`src/rtl/lif_pkg.sv`:
```
// Shared definitions for the LIF neuron controller and its ALU.
package lif_pkg;

  // Default datapath width (two's complement).
  localparam int unsigned WIDTH_DEF = 12;

  // ALU function select codes.
  localparam logic [1:0] FN_ADD = 2'b00;
  localparam logic [1:0] FN_SUB = 2'b01;
  localparam logic [1:0] FN_CMP = 2'b10;
  localparam logic [1:0] FN_SHR = 2'b11;

  // Controller sequence states.
  typedef enum logic [2:0] {
    IDLE  = 3'd0,
    SHIFT = 3'd1,
    ADD   = 3'd2,
    CMP   = 3'd3,
    SUB   = 3'd4,
    OUT   = 3'd5
  } state_e;

endpackage

```
`src/rtl/lif_neuron_ctrl.sv`:
```
// Leaky integrate-and-fire sequencer: owns the membrane potential and steps the
// shared ALU through leak, integrate, threshold compare and reset-by-subtraction.
module lif_neuron_ctrl
  import lif_pkg::*;
#(
  parameter int unsigned WIDTH  = WIDTH_DEF,
  parameter int          THRESH = 100,
  parameter int unsigned REFRAC = 2
) (
  input  logic             clk,
  input  logic             rst,
  input  logic             in_valid,
  output logic             in_ready,
  input  logic [WIDTH-1:0] in_i,
  output logic             out_valid,
  input  logic             out_ready,
  output logic             spike,
  output logic [WIDTH-1:0] v_out,
  output logic [WIDTH-1:0] alu_a,
  output logic [WIDTH-1:0] alu_b,
  output logic [1:0]       alu_fn,
  input  logic [WIDTH-1:0] alu_x,
  input  logic             alu_cmp
);

  // Counter is at least one bit wide so REFRAC = 0 still elaborates.
  localparam int unsigned RW = (REFRAC > 0) ? $clog2(REFRAC + 1) : 1;

  localparam logic [WIDTH-1:0] THRESH_W = WIDTH'(THRESH);
  localparam logic [RW-1:0]    REFRAC_W = RW'(REFRAC);
  localparam logic [WIDTH-1:0] V_MAX    = {1'b0, {(WIDTH - 1){1'b1}}};
  localparam logic [WIDTH-1:0] V_MIN    = {1'b1, {(WIDTH - 1){1'b0}}};

  state_e           state_q, state_d;
  logic [WIDTH-1:0] v_q, v_d;
  logic [WIDTH-1:0] i_lat_q, i_lat_d;
  logic [RW-1:0]    refrac_cnt_q, refrac_cnt_d;
  logic             spike_q, spike_d;

  // Signed overflow of the integrate step (v + i_lat); only consulted in ADD.
  logic ovf_pos, ovf_neg;
  assign ovf_pos = ~v_q[WIDTH-1] & ~i_lat_q[WIDTH-1] &  alu_x[WIDTH-1];
  assign ovf_neg =  v_q[WIDTH-1] &  i_lat_q[WIDTH-1] & ~alu_x[WIDTH-1];

  // State and datapath registers with synchronous reset.
  always_ff @(posedge clk) begin
    if (rst) begin
      state_q      <= IDLE;
      v_q          <= '0;
      i_lat_q      <= '0;
      refrac_cnt_q <= '0;
      spike_q      <= 1'b0;
    end else begin
      state_q      <= state_d;
      v_q          <= v_d;
      i_lat_q      <= i_lat_d;
      refrac_cnt_q <= refrac_cnt_d;
      spike_q      <= spike_d;
    end
  end

  // Next-state logic and ALU operand/function drive, decoded from state.
  always_comb begin
    state_d      = state_q;
    v_d          = v_q;
    i_lat_d      = i_lat_q;
    refrac_cnt_d = refrac_cnt_q;
    spike_d      = spike_q;
    alu_fn       = FN_ADD;
    alu_a        = '0;
    alu_b        = '0;

    unique case (state_q)
      IDLE: begin
        if (in_valid) begin
          i_lat_d = in_i;
          if (refrac_cnt_q != '0) begin
            // Refractory step: potential frozen, no ALU work.
            refrac_cnt_d = refrac_cnt_q - RW'(1);
            spike_d      = 1'b0;
            state_d      = OUT;
          end else begin
            state_d = SHIFT;
          end
        end
      end
      SHIFT: begin
        alu_fn  = FN_SHR;
        alu_a   = v_q;
        v_d     = alu_x;
        state_d = ADD;
      end
      ADD: begin
        alu_fn = FN_ADD;
        alu_a  = v_q;
        alu_b  = i_lat_q;
        if (ovf_pos) begin
          v_d = V_MAX;
        end else if (ovf_neg) begin
          v_d = V_MIN;
        end else begin
          v_d = alu_x;
        end
        state_d = CMP;
      end
      CMP: begin
        // alu_cmp = (B > A) = (v > THRESH), strict.
        alu_fn  = FN_CMP;
        alu_a   = THRESH_W;
        alu_b   = v_q;
        spike_d = alu_cmp;
        state_d = alu_cmp ? SUB : OUT;
      end
      SUB: begin
        // v > THRESH > 0 here, so the subtraction cannot overflow.
        alu_fn       = FN_SUB;
        alu_a        = v_q;
        alu_b        = THRESH_W;
        v_d          = alu_x;
        refrac_cnt_d = REFRAC_W;
        state_d      = OUT;
      end
      OUT: begin
        if (out_ready) begin
          state_d = IDLE;
        end
      end
      default: begin
        state_d = IDLE;
      end
    endcase
  end

  // Handshake flags follow the state; result ports mirror the registers.
  always_comb begin
    in_ready  = (state_q == IDLE);
    out_valid = (state_q == OUT);
    spike     = spike_q;
    v_out     = v_q;
  end

endmodule

```
`config.mk`:
```
export PLATFORM = sky130hd
export DESIGN_NAME = lif_neuron_ctrl
export DESIGN_NICKNAME = d
export VERILOG_FILES = /design/src/rtl/lif_pkg.sv /design/src/rtl/lif_neuron_ctrl.sv
export SDC_FILE = /design/constraint.sdc
export NUM_CORES = 1
export LEC_CHECK = 0
export ABC_AREA = 1
export CAP_MARGIN = 0
export CORE_UTILIZATION = 40
export CTS_CLUSTER_DIAMETER = 150
export DETAILED_ROUTE_END_ITERATION = 10
export GPL_TIMING_DRIVEN = 0
export PLACE_DENSITY = 0.74
export SETUP_SLACK_MARGIN = 0.4
export SLEW_MARGIN = 20
export SYNTH_ARGS = -nofsm -noshare
export SYNTH_HDL_FRONTEND = slang
export SYNTH_SLANG_ARGS = --single-unit
```
`constraint.sdc`:
```
create_clock -name clk -period 1.45 [get_ports clk]
set_input_delay 0.145 -clock clk [delete_from_list [all_inputs] [get_ports clk]]
set_output_delay 0.145 -clock clk [all_outputs]
set_load 0.02 [all_outputs]
```
; Word-level counts from Yosys, hierarchy flattened
; Index checks and enable logic that the tools add are counted.
[totals]
inputBits = 29
ff_bits = 30
[op_classes]
reduce_logical = 11
eq_ne = 8
bitwise = 7
mux = 17
addsub = 1
[op_table]
columns = op, n
row1 = 12-bit one-hot mux with 2 select lines, 2
row2 = 12-bit one-hot mux with 3 select lines, 1
row3 = 12-bit 2-to-1 mux, 2
row4 = 3-bit one-hot mux with 6 select lines, 1
row5 = 3-bit 2-to-1 mux, 3
row6 = 2-bit nonzero test, 4
row7 = "3-bit by 2-bit equality test with 1-bit output, second input constant", 2
row8 = "3-bit equality test, second input constant", 2
row9 = 2-bit one-hot mux with 3 select lines, 1
row10 = 3-bit AND reduction, 2
row11 = 1-bit bitwise AND, 4
row12 = 2-bit 2-to-1 mux, 2
row13 = "2-bit by 1-bit != test with 1-bit output, second input constant", 2
row14 = 2-bit one-hot mux with 2 select lines, 1
row15 = 2-bit AND reduction, 2
row16 = "3-bit by 1-bit equality test with 1-bit output, second input constant", 1
row17 = 3-bit zero test, 1
row18 = 1-bit 2-to-1 mux, 3
row19 = 1-bit inverter, 3
row20 = 3-bit OR reduction, 1
row21 = "2-bit != test, second input constant", 1
row22 = 1-bit one-hot mux with 2 select lines, 1
row23 = 2-bit OR reduction, 1
row24 = "2-bit by 1-bit subtractor with 2-bit output, second input constant", 1

; Longest topological paths before layout
; Gate-level depths: netlist (run 1).
[logic_depth]
depth_word = 5
mapped_depth = 10
ltp_nobuf = 9

; Worst setup path after synthesis (run 1)
; No wires, ideal clock.
[synth_timing]
path_type = register to register
startpoint = register state_q[2]
endpoint = register state_q[0]
required_ns = 1.394
period_less_slack_ns = 1.436
t_arrival_ns = 1.379
setup_ns = 0.056
stages_incl_launch_ff = 7
setup_slack_ns = 0.014
path_buffers = 0
cell_sequence = dfxtp_1 -> inv_2 -> nor3_1 -> nand2_1 -> o21ai_0 -> nand2_1 -> inv_1
[synth_via]
elab_chain_cells = 3
word_cells_on_any_way = 10
[synth_rtl]
columns = element, line
row1 = start: declaration, lif_neuron_ctrl.sv:34  ; state_e state_q, state_d;
row2 = start signal: assignment, lif_neuron_ctrl.sv:54  ; state_q <= state_d;
row3 = 3-bit equality test *, n/a
row4 = via out_valid, lif_neuron_ctrl.sv:15  ; output logic out_valid,
row5 = 2-bit by 1-bit != test with 1-bit output (no line), n/a
row6 = 2-bit AND reduction (no line), n/a
; The timed path passes the listed nets; every way through them passes the cells marked *.
; A chain may end at the register's enable or synchronous reset.

; Worst setup path after layout (run 1)
[layout_timing]
startpoint = register state_q[1]
endpoint = output alu_a[2]
[layout_via]
elab_chain_cells = 3
word_cells_on_any_way = 6
[layout_rtl]
columns = element, line
row1 = "3-bit by 2-bit equality test with 1-bit output, or another cell as far along", lif_neuron_ctrl.sv:73  ; unique case (state_q)
row2 = 3-bit OR reduction (no line), n/a
row3 = 12-bit one-hot mux with 2 select lines *, lif_neuron_ctrl.sv:73
row4 = end: declaration, lif_neuron_ctrl.sv:19  ; output logic [WIDTH-1:0] alu_a,
; Every way passes the cells marked *; elsewhere a longest branch is shown, timed or not.

==> results of run 1 <==
==> metrics by stage <==
stage | setup TNS, ps | total power (uW) | setup WS [ps] | util [%]
after floorplan | 0 | 4726 | 252.9 | -
after global placement | -11330 | 6073 | -375.3 | 65.56
after detailed placement | -11660 | 6133 | -369.5 | 65.56
after CTS | -3126 | 8203 | -154.3 | 75.51
after global routing | -8054 | 10990 | -256.9 | 87.76
final | -5942 | 10490 | -216.9 | 87.76
==> sequential cells by signal (all words and copies together), names as in the netlist <==
name          count
i_lat_q          12
refrac_cnt_q      2
spike             1
state_q           3
v_out            12
==> where the power goes <==
part	total (uW)	internal (uW)	switching (uW)
clock network	825	479	346
registers	1460	1180	283
logic	8210	3780	4430
total	10500	5430	5060
==> final cells by class <==
| cell class | instances | area, um^2 |
|---|---|---|
| flip-flops and latches | 30 | 620.6 |
| multi-input cells | 190 | 1500 |
| repair buffers | 107 | 1082 |
| well taps | 52 | 65.06 |
| inverters | 76 | 304.0 |
| clock buffers | 8 | 110.1 |
| plain buffers | 14 | 191.4 |
| fillers | 199 | 540.5 |
==> per-layer routing <==
layer  GRT usage [%]  vias up  wire length, um
met3           4.618       28              393
met2           43.70      110             4520
met4           13.56        0              269
li1                -     1169                -
met5               0        -                0
met1           34.08     1231             3298
==> cells in the mapped netlist <==
| cell type | instances | area share, % |
|---|---|---|
| o21ai_0 | 12 | 3.2 |
| nand2_4 | 1 | 0.61 |
| buf_4 | 2 | 0.81 |
| a21oi_2 | 1 | 0.47 |
| o21ai_1 | 5 | 1.3 |
| nor3_1 | 1 | 0.27 |
| buf_2 | 4 | 1.1 |
| nor2_1 | 11 | 2.2 |
| nand3_1 | 26 | 7.0 |
| nand2_1 | 97 | 20 |
| nor2_2 | 1 | 0.34 |
| o22ai_1 | 9 | 3.0 |
| a21oi_1 | 17 | 4.6 |
| inv_1 | 70 | 14 |
| buf_6 | 4 | 2.4 |
| clkinv_1 | 1 | 0.20 |
| o221ai_1 | 3 | 1.4 |
| dfxtp_1 | 30 | 32 |
| ha_1 | 1 | 0.67 |
| inv_2 | 5 | 1.0 |
| clkbuf_1 | 4 | 0.81 |
| nand3_4 | 1 | 0.94 |
| nand2_2 | 4 | 1.3 |
==> worst max-delay path by stage <==
stage | start | end | slack (ps) | cells past startpoint
2_1_floorplan | state_q[1] | alu_b[2] | 250 | 5
3_3_place_gp | state_q[1] | alu_b[2] | -380 | 6
3_5_place_dp | state_q[1] | alu_b[2] | -370 | 6
4_1_cts | state_q[1] | alu_a[2] | -150 | 9
5_1_grt | state_q[1] | alu_a[2] | -260 | 9
6_report | state_q[1] | alu_a[2] | -220 | 9
==> critical path, delay by kind of cell, from the launching register on <==
kind | cells | cell delay [ps]
simple gates | 4 | 340
compound gates | 1 | 140
flops | 1 | 390
buf+inv | 4 | 360
==> layout by cell type, fill, tap and decap left out, types with 6 or more instances in the layout <==
master,instances
buf_6,47
nand2_2,16
nand2_1,71
nand3_2,11
nor2_1,7
o22ai_4,9
inv_1,53
clkdlybuf4s50_1,28
buf_4,17
inv_2,18
clkbuf_8,9
a21oi_2,15
nand3_4,6
dfxtp_1,22
nand3_1,10
o21ai_2,12
buf_2,13
nand2_4,11
==> logic make-up after synthesis <==
kind of cell | after synthesis
AO/OA/AOI/OAI | 47
adder cells (fa/ha/maj) | 1
buffers and inverters | 90
flip-flops | 30
AND/OR/NAND/NOR | 142
==> timing repair <==
| item | CTS | global route |
|---|---|---|
| buffers inserted | 21 | 12 |
| endpoints found under the setup margin | 71 | 60 |
| pin swaps | 8 | 34 |
| hold buffers | 0 | 0 |
| gates cloned | 1 | 4 |
| gates resized for setup | 263 | 98 |
==> flow_summary_export.csv, run 1 <==
group,metric,value,unit
sta,rsz0062_at_grt,"true",
clock_tree,clk_pin_slew,70,ps
min_path,hold_depth,3,
critical_path,worst_r2r_endpoint,"v_out[2]",
die,start_util,42.04,%
yosys,synth.distinct_cells,23,
global_routing,grt_usage,26.87,%
routing,wl_per_cell,17.78,um
global_routing,grt_antenna_before_repair,0,
routing,routed_wl,8482,um
power,p_per_area,2708,mW/mm^2
yosys,synth_compound_area_share,14.09,%
critical_path,required,1310,ps
sta,max_slew_margin,74.31,%
routing,vias,2538,
die,coreArea,0.004414,mm^2
place,io_buffers,69,
layout,num_antenna_cells,0,
yosys,syn_nets,340,
critical_path,path_class,"reg2out",
routing,avgViaCountPerCell,5.321,
routing,dr.pass1.iters,4,
yosys,synth_seq_cells,30,
global_routing,grt_overflow,0,
die,io_pins,70,
layout,fin_area,0.003874,mm^2
routing,first_iter_violations,170,
min_path,min_from,"in_i[6]",
sta,min_period,1667,ps
sta,period_share,115.0,%
critical_path,startpoint_type,"register",
clock_tree,clk_latency,290,ps
yosys,synthCells,310,
yosys,synth_mux_area_share,0,%
clock_tree,cts_max_path_buffers,2,
yosys,synth_top_family_by_area,"simple AND/OR/NAND/NOR gates",
flow_run,cap_violations,0,
sta,max_freq,599.9,MHz
place,place_area,0.002894,mm^2
critical_path,cp_cell_sequence,"inv_4, nand2_2, nand2_2, nand2_4, nand2_8, buf_12, a21oi_4, inv_2, buf_6",
layout,fin_nets,454,
place,dpl.hpwl,4057,um
critical_path,cpMaxStageDelayCell,"dfxtp_4",
power,irDropWorstVdd,1.659,mV
yosys,synth_fa_ha_area_share,0.6743,%
global_routing,grt_max_degree,11,
yosys,ys_seq_area_share,32.37,%
outcome,status,"finished with violations",
min_path,hold_end,"i_lat_q[6]",
yosys,synth-simple-area-share,32.37,%
yosys,post_synth.cell_area_avg,5.986,um^2
sta,finalSetupViolCount,44,
sta,drv_slew,0,
critical_path,cp.arrival,1520,ps
clock_tree,cts_max_level,2,
global_routing,grt_pass1_wl,10410,um
routing,ant_nets,0,
layout,area_growth,108.8,%
die,rows,24,
layout,instances_no_fill,477,
sta,layout_setup_ws,-216.9,ps
layout,final_layout_size_suffix_gt1_share,53.88,%
die,fp.dieArea,0.004915,mm^2
critical_path,end_kind,"output port",
clock_tree,cts_buffers,5,
yosys,synth.cell_area,0.001856,mm^2
yosys,synthXorXnorAreaFrac,0,%
die,fp.dieW,70.11,um
critical_path,critPathMaxStageDelay,390,ps
clock_tree,cts-root-buf,"clkbuf_8",
sta,fin_skew,4.128,ps
sta,fin_hold_ws,479.5,ps
place,place_congestion,0.8153,
clock_tree,cts_tree,"done",
critical_path,r2r_start,"state_q[1]",
sta,worst_pin_slew,384.1,ps
global_routing,grt_pass1_vias,2188,
critical_path,reg2reg_depth,13,
place,dp_cells,431,
critical_path,cp_max_fo,5,
die,fp.dieH,70.11,um
min_path,worstHoldPathType,"in2reg",
power,leakagePower,0.001979,uW
sta,hold_viol_final,0,
critical_path,rrSetupSlack,-150,ps
critical_path,path_common_cell,"nand2_2",
routing,drc,0,
yosys,synth_warnings,0,
outcome,violations,"setup timing",
clock_tree,cts_sinks,30,
No activity file was read; power rests on OpenSTA's default activity.
==> inputs of run 2 (changes only) <==
ABC_AREA = default   (was 1)
PLACE_DENSITY = 0.75   (was 0.74)
==> flow_summary_export.csv, run 2 <==
group,metric,value,unit
critical_path,path_class,"reg2out",
yosys,synth_top_area_share,33.99,%
die,fp.dieW,68.46,um
critical_path,cp_max_fo,5,
layout,fin_area,0.003841,mm^2
global_routing,grt_overflow,0,
critical_path,critPathLaunch,"state_q[2]",
outcome,violations,"setup timing",
sta,drv_slew,0,
place,place_congestion,0.7861,
power,irDropWorstVdd,1.440,mV
sta,worst_pin_slew,584.3,ps
layout,num_antenna_cells,0,
die,io_pins,70,
power,power.total,8102,uW
die,fp.dieArea,0.004687,mm^2
yosys,syn_nets,247,
routing,routed_wl,9889,um
yosys,synthXorXnorAreaFrac,0.9915,%
global_routing,grt_max_degree,11,
routing,ant_nets,0,
routing,dr.pass1.iters,5,
layout,nFillCells,124,
yosys,synth_seq_cells,30,
power,leakagePower,0.001493,uW
clock_tree,clk_pin_slew,80,ps
yosys,post_synth.cell_area_avg,8.141,um^2
layout,final_common_cell,"buf_6",
critical_path,r2r_start,"state_q[2]",
layout,mostFrequentLayoutCells,"45 x buf_6, 28 x clkdlybuf4s50_1, 20 x nor2_4",
global_routing,grt_pass1_wl,10540,um
routing,first_iter_violations,304,
clock_tree,ctsHoldBuffers,0,
die,fp.dieH,68.46,um
die,coreArea,0.004115,mm^2
global_routing,grt_usage,32.07,%
layout,area_growth,117.4,%
clock_tree,cts-root-buf,"clkbuf_8",
yosys,synth.cell_area,0.001767,mm^2
min_path,worstHoldPathType,"in2reg",
critical_path,required,1310,ps
yosys,ys_top_cells_by_area,"dfxtp_1 34%, a221oi_2 7.6%, mux2i_1 6.8%, nand2_1 5.3%, a21oi_1 5.1%",
place,dpl.hpwl,3993,um
sta,hold_viol_final,0,
global_routing,grt_pass1_vias,2000,
flow_run,cap_violations,0,
sta,setup_tns,-19350,ps
clock_tree,cts_sinks,30,
yosys,synth.distinct_cells,42,
layout,final_layout_size_suffix_gt1_share,59.52,%
yosys,synth_edf_count,0,
yosys,synthCells,217,
yosys,synth_mux_area_share,6.799,%
sta,min_period,1959,ps
sta,finalSetupViolCount,55,
clock_tree,clk_latency,300,ps
sta,layout_setup_ws,-508.6,ps
routing,avgViaCountPerCell,6.303,
min_path,min_from,"in_i[7]",
yosys,synth_flop_cell,"dfxtp_1",
yosys,async_reset_ff_share,0,%
clock_tree,cts_max_level,2,
sta,max_slew_margin,61.05,%
yosys,ys_seq_area_share,33.99,%
die,start_util,42.93,%
critical_path,startpoint_type,"register",
routing,drc,0,
place,io_buffers,69,
outcome,status,"finished with violations",
critical_path,end_kind,"output port",
yosys,yosysTopAreaCell,"dfxtp_1",
yosys,synth_warnings,0,
critical_path,cp.arrival,1810,ps
layout,fin_nets,365,
sta,fin_skew,8.184,ps
routing,wl_per_cell,25.62,um
yosys,synth_fa_ha_area_share,1.912,%
yosys,synthTopCellsByCount,"30 x dfxtp_1, 25 x nand2_1, 23 x nor2_1",
yosys,synth-simple-area-share,21.18,%
clock_tree,cts_buffers,5,
die,rows,23,
sta,rsz0062_at_grt,"true",
sta,max_freq,510.6,MHz
global_routing,grt_antenna_before_repair,0,
place,place_area,0.002965,mm^2
yosys,synth_top_family_by_area,"compound AO/OA/AOI/OAI gates",
routing,vias,2433,
sta,fin_hold_ws,413.0,ps
clock_tree,cts_tree,"done",
sta,period_share,135.1,%
power,p_per_area,2109,mW/mm^2
yosys,synthMostInstantiatedCell,"dfxtp_1",
yosys,synth_compound_area_share,25.85,%
clock_tree,cts_max_path_buffers,2,
==> run 2: routing by layer <==
layer	routed length (um)	track usage, %	vias up
li1	-	-	1001
met1	3580	38.41	1169
met2	4952	54.41	201
met3	767	6.833	62
met4	589	14.32	0
met5	0	0	-
==> run 2: power by group <==
| part | switching, uW | leakage (uW) | internal [uW] |
|---|---|---|---|
| registers | 366 | 0.000252 | 1100 |
| logic | 2820 | 0.00117 | 2710 |
| clock network | 369 | 0.0000714 | 734 |
==> run 2: kinds of logic after synthesis <==
logic type / after synthesis
mux: 12
simple gates: 76
buf+inv: 36
flops: 30
compound gates: 58
xor+xnor: 2
fa+ha+maj: 3
==> run 2: metrics by stage <==
stage          std cells  util [%]  setup WS [ps]
2_1_floorplan        217         -         -63.05
3_3_place_gp         336     72.06         -631.5
3_5_place_dp         336     72.06         -672.4
4_1_cts              370     83.95         -436.7
5_1_grt              386     93.34         -525.7
6_report             386     93.34         -508.6
==> run 2: area by class of cell <==
type	instances	area [um^2]	share of cell area, %
clock buffers	6	82.58	2.150
well taps	50	62.56	1.629
clock inverters	2	60.06	1.564
multi-input cells	151	1528	39.77
inverters	17	80.08	2.085
plain buffers	19	241.5	6.287
flip-flops and latches	30	624.3	16.25
repair buffers	111	1162	30.26
==> run 2: repair_timing <==
action                                  CTS  global route
endpoints found under the setup margin   71            63
pin swaps                                 8            11
cloned                                    4             2
buffers inserted                         22            14
gates resized for setup                 236            74
==> run 2: path summary, 6_finish.rpt <==
check,end,slack [ps],depth (start not counted)
setup / recovery,alu_a[2],-510,6
hold / removal,i_lat_q[7],410,3
setup reg to reg,v_out[7],-440,7
hold reg to reg,i_lat_q[8],500,2
==> run 2: worst max-delay path: stages (launching register included) <==
cell and delay [ps]:
dfxtp_2 330, buf_6 130, maj3_2 340, or2_4 310, buf_12 170, o22ai_4 100
buf_6 140
